<file path="src/rtl/dut_pkg.sv">
// Shared types and the per-lane arithmetic used by the operand pipeline.
package dut_pkg;

  typedef enum logic [1:0] {
    PASS = 2'd0,
    ADD  = 2'd1,
    SUB  = 2'd2,
    MAX  = 2'd3
  } mode_e;

  localparam int MAX_DEPTH  = 8;
  localparam int LANE_MAX_W = 32;

  // Operands arrive zero-extended to LANE_MAX_W; callers keep the low WIDTH+1 bits,
  // which gives the carry for ADD and the (WIDTH+1)-bit two's complement for SUB.
  function automatic logic [LANE_MAX_W:0] lane_op(input mode_e mode,
                                                  input logic [LANE_MAX_W-1:0] a,
                                                  input logic [LANE_MAX_W-1:0] b);
    logic [LANE_MAX_W:0] ax;
    logic [LANE_MAX_W:0] bx;
    logic [LANE_MAX_W:0] res;
    ax = {1'b0, a};
    bx = {1'b0, b};
    case (mode)
      PASS:    res = ax;
      ADD:     res = ax + bx;
      SUB:     res = ax - bx;
      default: res = (a >= b) ? ax : bx;
    endcase
    return res;
  endfunction

endpackage

</file>
<file path="src/rtl/dut_pipe_stage.sv">
// One elastic register slice: loads from upstream whenever the supplied ready is high.
module dut_pipe_stage #(
  parameter int PAYLOAD_W = 8
) (
  input  logic                 clk,
  input  logic                 rst,
  input  logic                 ld_en,
  input  logic                 up_valid,
  input  logic [PAYLOAD_W-1:0] up_data,
  output logic                 valid,
  output logic [PAYLOAD_W-1:0] data
);

  // Payload is only written on a real beat so a drained slot keeps its last value.
  always_ff @(posedge clk) begin
    if (rst) begin
      valid <= 1'b0;
      data  <= '0;
    end else if (ld_en) begin
      valid <= up_valid;
      if (up_valid) data <= up_data;
    end
  end

endmodule

</file>
<file path="src/rtl/dut_pipe_top.sv">
// Multi-lane operand capture: lane operation, DEPTH-stage elastic pipeline, beat counter.
module dut_pipe_top
  import dut_pkg::*;
#(
  parameter int NUM_CH = 2,
  parameter int WIDTH  = 8,
  parameter int DEPTH  = 3,
  parameter int CNT_W  = 16
) (
  input  logic                      clk,
  input  logic                      rst,
  input  logic                      in_valid_i,
  output logic                      in_ready_o,
  input  logic [1:0]                mode_i,
  input  logic [NUM_CH*WIDTH-1:0]   a_i,
  input  logic [NUM_CH*WIDTH-1:0]   b_i,
  output logic                      out_valid_o,
  input  logic                      out_ready_i,
  output logic [NUM_CH*(WIDTH+1)-1:0] out_data_o,
  output logic [1:0]                out_mode_o,
  output logic [CNT_W-1:0]          count_o
);

  localparam int LANES_W = NUM_CH * (WIDTH + 1);
  localparam int PAY_W   = 2 + LANES_W;

  if (DEPTH < 1 || DEPTH > MAX_DEPTH) begin : g_bad_depth
    $error("dut_pipe_top: DEPTH must be within 1..8");
  end
  if (WIDTH > LANE_MAX_W) begin : g_bad_width
    $error("dut_pipe_top: WIDTH exceeds lane_op operand width");
  end

  function automatic logic [CNT_W-1:0] sat_inc(input logic [CNT_W-1:0] v);
    return (&v) ? v : v + CNT_W'(1);
  endfunction

  logic [LANES_W-1:0] lanes_p0;
  logic [PAY_W-1:0]   pay_p0;

  // Stage p0 input: lane results computed combinationally from the offered beat.
  always_comb begin
    lanes_p0 = '0;
    for (int k = 0; k < NUM_CH; k++) begin
      lanes_p0[k*(WIDTH+1) +: WIDTH+1] =
        (WIDTH+1)'(lane_op(mode_e'(mode_i),
                           LANE_MAX_W'(a_i[k*WIDTH +: WIDTH]),
                           LANE_MAX_W'(b_i[k*WIDTH +: WIDTH])));
    end
  end

  assign pay_p0 = {mode_i, lanes_p0};

  logic [DEPTH-1:0] stg_vld;
  logic [DEPTH-1:0] stg_rdy;
  logic [DEPTH-1:0] up_vld;
  logic [PAY_W-1:0] stg_dat [DEPTH];
  logic [PAY_W-1:0] up_dat  [DEPTH];

  // A stage can load if it or any stage downstream of it has a free slot, or the sink drains.
  always_comb begin
    logic acc;
    acc     = out_ready_i;
    stg_rdy = '0;
    for (int i = DEPTH - 1; i >= 0; i--) begin
      acc        = acc | ~stg_vld[i];
      stg_rdy[i] = acc;
    end
  end

  for (genvar i = 0; i < DEPTH; i++) begin : g_stage
    if (i == 0) begin : g_head
      assign up_vld[i] = in_valid_i;
      assign up_dat[i] = pay_p0;
    end else begin : g_body
      assign up_vld[i] = stg_vld[i-1];
      assign up_dat[i] = stg_dat[i-1];
    end

    dut_pipe_stage #(
      .PAYLOAD_W(PAY_W)
    ) u_stage (
      .clk      (clk),
      .rst      (rst),
      .ld_en    (stg_rdy[i]),
      .up_valid (up_vld[i]),
      .up_data  (up_dat[i]),
      .valid    (stg_vld[i]),
      .data     (stg_dat[i])
    );
  end

  assign in_ready_o                = stg_rdy[0];
  assign out_valid_o               = stg_vld[DEPTH-1];
  assign {out_mode_o, out_data_o}  = stg_dat[DEPTH-1];

  logic [CNT_W-1:0] cnt_q;

  // Output boundary: delivered-beat counter.
  always_ff @(posedge clk) begin
    if (rst) begin
      cnt_q <= '0;
    end else if (out_valid_o && out_ready_i) begin
      cnt_q <= sat_inc(cnt_q);
    end
  end

  assign count_o = cnt_q;

endmodule

</file>
<file path="config.mk">
export PLATFORM = sky130hd
export DESIGN_NAME = dut_pipe_top
export DESIGN_NICKNAME = d
export VERILOG_FILES = /design/src/rtl/dut_pkg.sv /design/src/rtl/dut_pipe_stage.sv /design/src/rtl/dut_pipe_top.sv
export SDC_FILE = /design/constraint.sdc
export NUM_CORES = 1
export LEC_CHECK = 0
export CAP_MARGIN = 10
export CORE_MARGIN = 1.5
export CORE_UTILIZATION = 50
export DETAILED_ROUTE_END_ITERATION = 8
export HOLD_SLACK_MARGIN = 0.08
export PLACE_DENSITY = 0.78
export SETUP_SLACK_MARGIN = 0.1
export SYNTH_ARGS = -nofsm -noshare
export SYNTH_HDL_FRONTEND = slang
export SYNTH_SLANG_ARGS = --single-unit
</file>
<file path="constraint.sdc">
create_clock -name clk -period 2.5 [get_ports clk]
set_input_delay 0.5 -clock clk [delete_from_list [all_inputs] [get_ports clk]]
set_output_delay 0.5 -clock clk [all_outputs]
set_load 0.02 [all_outputs]
</file>
==> flow_summary_export.csv, run 1 <==
group,metric,value,unit
run_status,status,"finished clean",
pwr,p_int,2.28,mW
detailed_routing,via_per_inst,5.41,
synth,ys_types,66,
pwr,p_comb_share,30.0,%
worst_setup_path,cp.arrival,2.66,ns
worst_setup_path,startpoint,"a_i[9]",
cts,clk-insertion-delay-late,0.35,ns
pwr,p_leak,2.92,nW
global_routing,antenna_found_initial,0,
worst_setup_path,worstSetupEndpointType,"flip-flop",
sta,slew_headroom,49.9,%
sta,tightest_slew,0.750,ns
global_routing,grt_use_total,26.0,%
pwr,power_switching,0.971,mW
synth,synthArstFlopShare,0,%
synth,ys_seq_area_share,31.6,%
sta,hold_viol,0,
layout,drive_gt1_share,26.0,%
detailed_routing,drt_pass1_iterations,5,
layout,nets,874,
detailed_routing,drt_iter0_markers,361,
synth,yosysWarnings,0,
hold_path,hold_path_class,"flip-flop to flip-flop",
die,initial_core_util,51.5,%
worst_setup_path,path_max_fanout,3,
worst_setup_path,critPathMaxStageDelay,0.50,ns
place,pre_cts_slack,-0.436,ns
pwr,peakVddDrop,299,µV
sta,period_minus_slack,2.39,ns
worst_setup_path,critPathRequiredTime,2.77,ns
pwr,p_seq_share,40.7,%
cts,clk_pin_slew,0.08,ns
place,dp_hpwl,10300,µm
detailed_routing,drc,0,
synth,avgSynthCellArea,7.88,µm²
synth,synthCells,636,
synth,synthFlopType,"dfxtp_1",
worst_setup_path,cp_common_cell,"a21oi_2",
cts,cts_hold_buf,0,
place,portBuffers,75,
cts,cts_root_buffer,"clkbuf_8",
sta,fmax,419,MHz
layout,diodes,0,
die,die_y,103,µm
worst_setup_path,crit_type,"primary input to flip-flop",
die,core-area,0.00973,mm²
sta,rsz0062_at_grt,"yes",
synth,netlist_area,0.00501,mm²
worst_setup_path,crit_family,"buffers and inverters",
cts,ctsHtreeMaxLevel,3,
worst_setup_path,crit_end,"g_stage[0].u_stage.data[15]",
sta,fin_crit_sh,95.4,%
cts,cts_max_path_buffers,2,
global_routing,grt_max_degree,33,
die,dieArea,0.0106,mm²
worst_setup_path,path_cells,"clkdlybuf4s50_1 > inv_1 > buf_4 > fa_2 > nor2b_2 > o31ai_2 > a21oi_2 > nand3b_1 > o21ai_0 > o21ai_1 > a21oi_2",
worst_setup_path,ff2ff_setup_slack,0.58,ns
sta,slew_violations,0,
synth,synth-edff-count,0,
flow_run,cap_violations,0,
worst_setup_path,rr_worst_depth,7,
cts,cts_tree,"built",
sta,timing.final.ws_setup,0.114,ns
worst_setup_path,cp_slowest_cell,"clkdlybuf4s50_1",
detailed_routing,avgRoutedWirePerCell,14.9,µm
die,rows,36,
pwr,swShare,29.8,%
worst_setup_path,rr_startpoint,"count_o[13]",
detailed_routing,postRouteAntennaNets,0,
worst_setup_path,reg2reg_to,"count_o[14]",
sta,whs,0.447,ns
cts,clock_sinks,79,
pwr,p_per_area,455,mW/mm²
global_routing,grt_overflow,0,
sta,setup_viol,0,
worst_setup_path,worst_setup_path_start_kind,"primary input",
synth,syn_nets,711,
pwr,p_clk_share,29.2,%
worst_setup_path,crit_cells,11,
global_routing,grt_pass1_wl,22000,µm
die,die_x,103,µm
die,io_pins,76,
cts,numCtsBuffers,9,
layout,area_growth,42.7,%
place,place_congestion,0.978,
detailed_routing,wirelength,13900,µm
worst_setup_path,cp_num_buf_inv,3,
synth,ys_seq_elements,79,
global_routing,grt_pass1_vias,4714,
detailed_routing,num_vias,5069,
sta,skew,0.0115,ns
==> timing repair <==
| action | CTS | global route |
|---|---|---|
| gates resized for setup | 32 | 51 |
| pin swaps | 12 | 32 |
| gates cloned | 0 | 0 |
| setup buffers | 4 | 6 |
| endpoints found under the setup margin | 18 | 17 |
==> through the flow <==
stage | std cells | area [µm²] | power (mW) | setup TNS [ns] | util (%)
2_1_floorplan | 636 | 5010 | 1.84 | 0 | -
3_3_place_gp | 911 | 6520 | 2.17 | -5.25 | 67.1
3_5_place_dp | 911 | 6520 | 2.19 | -6.35 | 67.1
4_1_cts | 931 | 6890 | 3.18 | 0 | 70.8
5_1_grt | 937 | 7150 | 3.39 | 0 | 73.5
6_report | 937 | 7150 | 3.25 | 0 | 73.5
==> tightest hold or removal path, delay by kind of cell (launching register included) <==
kind | cells | cell delay (ns)
DFF | 1 | 0.31
AOI/OAI and AO/OA | 1 | 0.05
and+or+nand+nor | 1 | 0.05
==> worst min path at each step <==
stage	cells after the start	slack (ns)	to	from
2_1_floorplan	2	0.43	g_stage[1].u_stage.data[10]	g_stage[0].u_stage.data[10]
3_3_place_gp	2	0.44	g_stage[0].u_stage.data[17]	g_stage[0].u_stage.data[17]
3_5_place_dp	2	0.44	g_stage[2].u_stage.data[5]	g_stage[1].u_stage.data[5]
4_1_cts	2	0.44	g_stage[2].u_stage.data[5]	g_stage[1].u_stage.data[5]
5_1_grt	2	0.46	g_stage[2].u_stage.data[5]	g_stage[1].u_stage.data[5]
6_report	2	0.45	g_stage[1].u_stage.data[16]	g_stage[0].u_stage.data[16]
==> logic make-up after synthesis <==
kind of cell / share of synthesized area, %
buffers and inverters: 6.17
AO/OA/AOI/OAI: 21.4
flip-flops: 31.6
AND/OR/NAND/NOR: 21.0
adder cells (fa/ha/maj): 9.84
multiplexers: 4.74
XOR/XNOR: 5.24
==> power groups by stage <==
stage	clock [mW]	combinational (mW)	sequential, mW
after global placement	0	0.817	1.35
after global routing	1.01	1.05	1.33
after detailed placement	0	0.837	1.35
after floorplan	0	0.489	1.35
after CTS	0.964	0.888	1.32
final	0.951	0.977	1.33
==> flip-flops by register name (all words and copies together), names as in the netlist <==
name,cells
count_o,16
g_stage.u_stage.valid,3
g_stage.u_stage.data,60
==> routing by layer <==
layer	part of all wire (%)	GRT usage, %	wire length (µm)	vias up
li1	-	-	-	2507
met1	45	34.8	6200	2349
met2	48	43.7	6670	183
met3	5.1	2.58	714	30
met4	2.4	9.15	340	0
met5	0	0	0	-
==> cell usage in the layout, fill, tap and decap left out, types with 10 or more instances in the layout <==
| cell type | instances |
|---|---|
| nand2_1 | 119 |
| inv_1 | 30 |
| nand3_1 | 14 |
| dlymetal6s2s_1 | 14 |
| xor2_1 | 14 |
| a21oi_2 | 12 |
| clkbuf_8 | 10 |
| ha_1 | 16 |
| nor2_1 | 55 |
| ha_4 | 12 |
| dfxtp_1 | 79 |
| buf_4 | 111 |
| xnor2_1 | 15 |
| clkdlybuf4s50_1 | 53 |
| a21oi_1 | 63 |
| o21ai_0 | 18 |
| nand2b_1 | 10 |
==> cells in the mapped netlist, types with 7 or more instances <==
cell type | n | area (µm²)
xnor2_1 | 16 | 140
nor3_1 | 7 | 35.0
nor2_1 | 57 | 214
nand3_1 | 14 | 70.1
clkbuf_1 | 24 | 90.1
buf_2 | 7 | 35.0
ha_1 | 33 | 413
mux2i_1 | 8 | 80.1
mux2_2 | 7 | 78.8
a211oi_1 | 7 | 52.6
nand4_1 | 8 | 50.1
dfxtp_1 | 79 | 1580
a21oi_1 | 70 | 350
nand2b_1 | 10 | 62.6
nand2_1 | 119 | 447
inv_1 | 34 | 128
xor2_1 | 14 | 123
o21ai_0 | 20 | 100
==> final cells by class <==
cell class                 instances  area, µm²
fill                             753       2580
tap                              133        166
clock buffer                      10        138
sequential                        79       1580
timing repair buffer             189       1650
clock inverter                     6       67.6
inverter                          34        128
multi-input combinational        486       3420
Power figures use the tool's default switching activity.
==> run 2: changes to the inputs <==
--- a/config.mk
+++ b/config.mk
@@ -7,10 +7,11 @@
 export LEC_CHECK = 0
 export CAP_MARGIN = 10
 export CORE_MARGIN = 1.5
-export CORE_UTILIZATION = 50
+export CORE_UTILIZATION = 51
+export CTS_BUF_LIST = sky130_fd_sc_hd__clkbuf_4
 export DETAILED_ROUTE_END_ITERATION = 8
-export HOLD_SLACK_MARGIN = 0.08
-export PLACE_DENSITY = 0.78
+export HOLD_SLACK_MARGIN = 0.02
+export PLACE_DENSITY = 0.79
 export SETUP_SLACK_MARGIN = 0.1
 export SYNTH_ARGS = -nofsm -noshare
 export SYNTH_HDL_FRONTEND = slang
==> run 2 against run 1 <==
  * Clock skew rose by 0.0098 ns
  * Core utilization rose by 0.54 points
  * Die area fell by 1.9%
  * Sequential power barely moved
  * Non-clock buffer count fell by 4
  * Sequential share of layout area rose by 0.68 points
  * Via count fell by 1.0%
  * Worst setup slack improved by 0.0047 ns
  * First-iteration DRC count fell by 13%
  * Wire length fell by 4.8%
  * Critical endpoint is now g_stage[0].u_stage.data[2]
  * Largest power group unchanged
==> flow_summary_export.csv, run 2 (synthesis results as in run 1) <==
group,metric,value,unit
cts,cts_root_buffer,"clkbuf_4",
cts,clk-insertion-delay-late,0.43,ns
die,io_pins,76,
sta,setup_viol,0,
hold_path,worstHoldStart,"g_stage[1].u_stage.data[10]",
cts,cts_hold_buf,0,
layout,final_common_cell,"nand2_1",
cts,cts_tree,"built",
sta,rsz0062_at_grt,"yes",
worst_setup_path,rr_worst_depth,7,
hold_path,hold_path_class,"flip-flop to flip-flop",
worst_setup_path,path_max_fanout,6,
detailed_routing,avgRoutedWirePerCell,14.3,µm
detailed_routing,drc,0,
worst_setup_path,path_cells,"clkdlybuf4s50_1 > inv_2 > ha_4 > nand3b_1 > nand2_2 > a31oi_4 > o21ai_4 > mux2_4 > a222oi_1 > nor2_1",
sta,period_minus_slack,2.38,ns
sta,slew_violations,0,
worst_setup_path,cp_slowest_cell,"clkdlybuf4s50_1",
worst_setup_path,ff2ff_setup_slack,0.55,ns
worst_setup_path,cp_num_buf_inv,2,
worst_setup_path,critPathRequiredTime,2.78,ns
layout,n_fill_cell,720,
sta,slew_headroom,54.6,%
flow_run,cap_violations,0,
detailed_routing,num_vias,5017,
detailed_routing,postRouteAntennaNets,0,
place,pre_cts_slack,-0.423,ns
hold_path,hold-path-cell-count,2,
die,die_x,102,µm
worst_setup_path,worstSetupEndpointType,"flip-flop",
global_routing,grt_pass1_vias,4687,
pwr,peakVddDrop,245,µV
sta,fin_setup_tns,0,ns
sta,fmax,420,MHz
worst_setup_path,cp.arrival,2.67,ns
worst_setup_path,crit_type,"primary input to flip-flop",
die,dieArea,0.0104,mm²
die,initial_core_util,53.5,%
worst_setup_path,worst_setup_path_start_kind,"primary input",
worst_setup_path,critPathMaxStageDelay,0.50,ns
sta,timing.final.ws_setup,0.119,ns
place,place_congestion,0.931,
place,portBuffers,75,
detailed_routing,wirelength,13300,µm
hold_path,hold_end,"g_stage[2].u_stage.data[10]",
sta,skew,0.0213,ns
layout,largest_reg_flops,60,
detailed_routing,drt_iter0_markers,315,
global_routing,grt_max_degree,36,
cts,cts_max_path_buffers,2,
sta,tightest_slew,0.681,ns
layout,area_growth,38.4,%
run_status,status,"finished clean",
cts,clock_sinks,79,
cts,clk_pin_slew,0.13,ns
layout,drive_gt1_share,23.9,%
worst_setup_path,crit_family,"compound AO/OA/AOI/OAI gates",
pwr,power.total,2.94,mW
die,rows,35,
layout,post-route-util,74.0,%
sta,whs,0.457,ns
sta,hold_viol,0,
global_routing,antenna_found_initial,1,
layout,final_cell_mix,"119 x nand2_1, 103 x buf_4, 79 x dfxtp_1",
global_routing,grt_use_total,26.1,%
detailed_routing,via_per_inst,5.39,
pwr,p_leak,2.82,nW
worst_setup_path,reg2reg_to,"count_o[7]",
global_routing,grt_pass1_wl,21700,µm
die,die_y,102,µm
place,dp_hpwl,10200,µm
die,core-area,0.00937,mm²
cts,numCtsBuffers,9,
pwr,p_per_area,424,mW/mm²
layout,nets,870,
worst_setup_path,rr_startpoint,"count_o[13]",
detailed_routing,drt_pass1_iterations,5,
sta,fin_crit_sh,95.3,%
global_routing,grt_overflow,0,
cts,ctsHtreeMaxLevel,3,
layout,largest-register,"g_stage.u_stage.data",
[run 2: power breakdown]
group | internal [mW] | switching [mW] | leakage, nW
Sequential | 1.30 | 0.0266 | 0.642
Combinational | 0.476 | 0.462 | 2.11
Clock | 0.213 | 0.463 | 0.0605
[run 2: what timing repair did]
| action | 4_1_cts | 5_1_grt |
|---|---|---|
| endpoints found under the setup margin | 5 | 17 |
| pin swaps | 3 | 19 |
| setup buffers | 0 | 2 |
| gates resized for setup | 4 | 52 |
[run 2: routing by layer]
layer  routed length, µm  vias up  track usage, %
met5                   0        -               0
met4                 135        0            8.75
met3                 652       12            3.01
met2                6420      158            44.9
met1                6060     2328            34.0
li1                    -     2519               -
[run 2: worst min-delay path, delay by kind of cell, from the launching register on]
kind | cells | cell delay (ns)
simple gates | 1 | 0.05
flops | 1 | 0.33
compound gates | 1 | 0.05
[run 2: cell type report]
cell class	count	area [µm²]	area share (%)
Tap cell	129	161	2.33
Clock buffer	9	67.6	0.974
Clock inverter	7	56.3	0.812
Antenna cell	1	2.50	0.0361
Timing Repair Buffer	185	1640	23.6
Multi-Input combinational cell	486	3300	47.6
Sequential cell	79	1580	22.8
Inverter	34	128	1.84
[run 2: worst max path at each step]
| stage | startpoint | endpoint | slack (ns) | cells past startpoint |
|---|---|---|---|---|
| finish | b_i[1] | g_stage[0].u_stage.data[2] | 0.12 | 10 |
| CTS | b_i[4] | g_stage[0].u_stage.data[7] | 0.09 | 9 |
| detailed placement | b_i[1] | g_stage[0].u_stage.data[7] | -0.42 | 10 |
| floorplan | b_i[11] | g_stage[0].u_stage.data[15] | 0.11 | 10 |
| global placement | b_i[1] | g_stage[0].u_stage.data[7] | -0.37 | 10 |
| global route | b_i[1] | g_stage[0].u_stage.data[2] | 0.06 | 10 |
[run 2: stage by stage]
step           cell area, µm²  std cells
2_1_floorplan            5010        636
3_3_place_gp             6560        911
3_5_place_dp             6560        911
4_1_cts                  6700        927
5_1_grt                  6940        930
6_report                 6940        930
==> run 3: changes to the inputs <==
--- a/config.mk
+++ b/config.mk
@@ -12,6 +12,7 @@
 export DETAILED_ROUTE_END_ITERATION = 8
 export HOLD_SLACK_MARGIN = 0.02
 export PLACE_DENSITY = 0.79
+export REMOVE_ABC_BUFFERS = 1
 export SETUP_SLACK_MARGIN = 0.1
 export SYNTH_ARGS = -nofsm -noshare
 export SYNTH_HDL_FRONTEND = slang
==> run 3 against run 2 <==
  * Clock skew down 0.014 ns
  * Hold slack lost 0.0029 ns
  * Die area stayed put
  * Critical endpoint is now g_stage[0].u_stage.data[7]
==> flow_summary_export.csv, run 3 (synthesis results as in run 1) <==
group,metric,value,unit
run_status,status,"finished clean",
global_routing,grt_max_degree,25,
layout,area_growth,38.4,%
pwr,p_comb_share,30.8,%
global_routing,grt_pass1_wl,22100,µm
sta,skew,0.00775,ns
worst_setup_path,worstSetupEndpointType,"flip-flop",
sta,timing.final.ws_setup,0.0921,ns
worst_setup_path,rr_startpoint,"g_stage[2].u_stage.valid",
hold_path,hold_path_class,"primary input to flip-flop",
global_routing,antenna_found_initial,0,
cts,cts_max_path_buffers,2,
place,dpl_cell_area,0.00656,mm²
worst_setup_path,crit_type,"primary input to flip-flop",
place,portBuffers,75,
sta,rsz0062_at_grt,"yes",
layout,final_cell_mix,"119 x nand2_1, 114 x buf_4, 79 x dfxtp_1",
die,initial_core_util,53.5,%
cts,cts_root_buffer,"clkbuf_4",
worst_setup_path,rr_worst_depth,6,
layout,drive_gt1_share,23.5,%
cts,ctsHtreeMaxLevel,3,
sta,whs,0.454,ns
detailed_routing,avgRoutedWirePerCell,14.3,µm
global_routing,grt_pass1_vias,4827,
detailed_routing,num_vias,5078,
worst_setup_path,cp.arrival,2.75,ns
cts,cts_tree,"built",
sta,period_minus_slack,2.41,ns
global_routing,grt_overflow,0,
detailed_routing,via_per_inst,5.44,
sta,tightest_slew,1.07,ns
die,dieArea,0.0104,mm²
die,io_pins,76,
hold_path,hold-path-cell-count,2,
layout,largest-register,"g_stage.u_stage.data",
pwr,p_leak,2.80,nW
pwr,p_clk_share,24.8,%
cts,numCtsBuffers,9,
worst_setup_path,ff2ff_setup_slack,0.49,ns
global_routing,grt_use_total,26.3,%
pwr,p_per_area,431,mW/mm²
detailed_routing,postRouteAntennaNets,0,
pwr,power_switching,0.910,mW
sta,fmax,415,MHz
pwr,swShare,30.5,%
layout,final_common_cell,"nand2_1",
die,rows,35,
pwr,power.total,2.99,mW
layout,largest_reg_flops,60,
place,dp_hpwl,10200,µm
worst_setup_path,path_max_fanout,3,
sta,hold_viol,0,
place,place_congestion,0.917,
sta,setup_viol,0,
pwr,p_int,2.08,mW
flow_run,cap_violations,0,
pwr,p_seq_share,44.4,%
worst_setup_path,startpoint,"a_i[4]",
die,die_x,102,µm
layout,diodes,0,
hold_path,worstHoldStart,"rst",
layout,final_area,0.00694,mm²
worst_setup_path,critPathRequiredTime,2.84,ns
cts,clk-insertion-delay-late,0.42,ns
pwr,peakVddDrop,272,µV
layout,nets,875,
place,pre_cts_slack,-0.466,ns
worst_setup_path,worst_setup_path_start_kind,"primary input",
die,core-area,0.00937,mm²
sta,slew_headroom,28.2,%
sta,fin_crit_sh,96.3,%
detailed_routing,drt_pass1_iterations,5,
detailed_routing,drt_iter0_markers,229,
sta,slew_violations,0,
cts,clock_sinks,79,
layout,n_fill_cell,725,
detailed_routing,drc,0,
detailed_routing,wirelength,13400,µm
cts,clk_pin_slew,0.11,ns
die,die_y,102,µm
## run 3: cell types whose count changed in the layout (fill, tap and decap cells not counted), sizes merged, moves of 2 or more
cell,previous run,this run
buf,111,116
dlymetal6s2s,10,7
clkdlybuf4s50,63,67
inv,36,34
## run 3: through the flow
stage / util, % / cells / TNS (ns)
2_1_floorplan: - / 599 / 0
3_3_place_gp: 70.0 / 913 / -5.45
3_5_place_dp: 70.0 / 913 / -6.74
4_1_cts: 71.8 / 930 / 0
5_1_grt: 74.0 / 934 / 0
6_report: 74.0 / 934 / 0
## run 3: repair_timing
action,4_1_cts,5_1_grt
hold buffers,0,0
endpoints found under the setup margin,12,18
setup buffers,1,4
resized for setup,5,38
pin swaps,2,18
## run 3: path summary, 6_finish.rpt
| check | end |
|---|---|
| max | g_stage[0].u_stage.data[7] |
| min | g_stage[0].u_stage.data[5] |
| max reg2reg | g_stage[0].u_stage.data[7] |
| min reg2reg | g_stage[1].u_stage.data[8] |
## run 3: worst max-delay path: stages
cell	delay, ns
clkdlybuf4s50_1	0.52
buf_4	0.15
ha_2	0.20
inv_1	0.06
a21o_1	0.17
a221oi_2	0.32
nor2_1	0.09
xnor2_1	0.14
a2111o_1	0.41
a41oi_1	0.20
## run 3: power by group through the flow
stage,Combinational [mW],Sequential (mW),Clock (mW)
CTS,0.850,1.32,0.752
global placement,0.817,1.35,0
floorplan,0.441,1.35,0
detailed placement,0.837,1.35,0
finish,0.919,1.33,0.741
global route,1.00,1.33,0.804
## run 3: final cells by class
type                            count  area (µm²)  area share [%]
Timing Repair Buffer              190        1630            23.5
Clock buffer                       10        75.1            1.08
Sequential cell                    79        1580            22.8
Tap cell                          129         161            2.33
Inverter                           34         128            1.84
Clock inverter                      6        61.3           0.884
Multi-Input combinational cell    486        3300            47.6
## run 3: routing by layer
metal | GRT usage [%] | up-vias | part of all wire, %
li1 | - | 2517 | -
met1 | 33.9 | 2393 | 45
met2 | 46.0 | 141 | 49
met3 | 3.01 | 27 | 4.2
met4 | 8.32 | 0 | 1.7
met5 | 0 | - | 0
==> RTL change, RTL diff (flow settings as in run 2) <==
Put one more register stage on the output `count_o`. The value now appears one clock later. The other outputs are not delayed to match.
--- a/src/rtl/dut_pipe_top.sv
+++ b/src/rtl/dut_pipe_top.sv
@@ -106,5 +106,7 @@
   end
 
-  assign count_o = cnt_q;
+  always_ff @(posedge clk) begin
+    count_o <= cnt_q;
+  end
 
 endmodule
Check against the original RTL: not equivalent (Yosys sat finds a counterexample within 10 cycles, from zero or initial values and one cycle with rst high).
==> RTL change against run 2 <==
Final area increased by 5.9%. Sequential cell count up 16. Total power is 11% higher. Via count rose by 2.7%. Area after synthesis increased by 5.1%. Fmax is 0.57% higher. Setup slack improved by 14 ps. Critical path type unchanged. Critical endpoint is now g_stage[0].u_stage.data[5]. Wire length rose by 3.3%. Clock skew shrank 10 ps. Synthesized cell count is 2.8% higher.
==> RTL change: results (changes against run 2) <==
- Status: completed
- Met2 wire len: 6.579 mm (+2.5%)
- Hold WS: 389.0 ps (-67.70 ps)
- Worst Hold Path Cells: 0 (-2)
- DPL Wire Length: 10.25 mm (+0.99%)
- Met3 Resource Use GR: 3.431% (+0.42 points)
- Launch point of the worst path: b_i[2]
- Fill cell count: 767 (+6.5%)
- RD Place Congestion: 0.9246 (-0.64%)
- Critical Path AT: 2700 ps (+30 ps)
- Met1 Use GR: 32.98% (-1.0 points)
- Lkg Pwr: 3.012 nW (+7.0%)
- Total track usage: 25.08% (-1.0 points)
- Share of post-route cells with drive strength above 1: 23.57% (-0.30 points)
- Worst reg2reg endpoint: cnt_q[4]
- Fin nets: 894 (+2.8%)
- Worst-Margin Slew: 548.6 ps (-132.7 ps)
- Initial antenna violation count: 0 (-1)
- Syn_nets: 729 (+2.5%)
- Placed Area: 0.006915 mm² (+5.4%)
- Setup bufs post-CTS: 17 (+17)
- Placed cell count: 923 (+1.3%)
- Wl on met1: 6.262 mm (+3.3%)
- Highest ir drop seen on vdd: 211.7 µV (-14%)
- Final core utilization: 74.13% (+0.097 points)
## RTL change: logic make-up (layout without fill, tap and decap cells)
group | Yosys count | after routing | synth area share (%)
muxes | 26 | 26 | 5.274
xor gates and xnor gates | 28 | 28 | 4.657
buffers and inverters | 72 | 241 | 5.369
AOI/OAI and AO/OA | 162 | 162 | 19.58
adders and majority gates | 37 | 37 | 9.361
and+or+nand+nor | 234 | 234 | 19.65
DFF | 95 | 95 | 36.11
## RTL change: layout make-up
class | instances | share of cell area, %
clock buffers | 10 | 1.022
clock inverters | 5 | 0.4940
inverters | 32 | 1.840
multi-input cells | 487 | 45.87
flip-flops and latches | 95 | 25.89
well taps | 133 | 2.265
repair buffers | 194 | 22.62
## RTL change: power breakdown
part,leakage (nW),total (mW),internal [mW],switching (mW)
combinational,2.18,0.977,0.496,0.481
sequential,0.771,1.58,1.56,0.0271
clock,0.0561,0.693,0.211,0.483
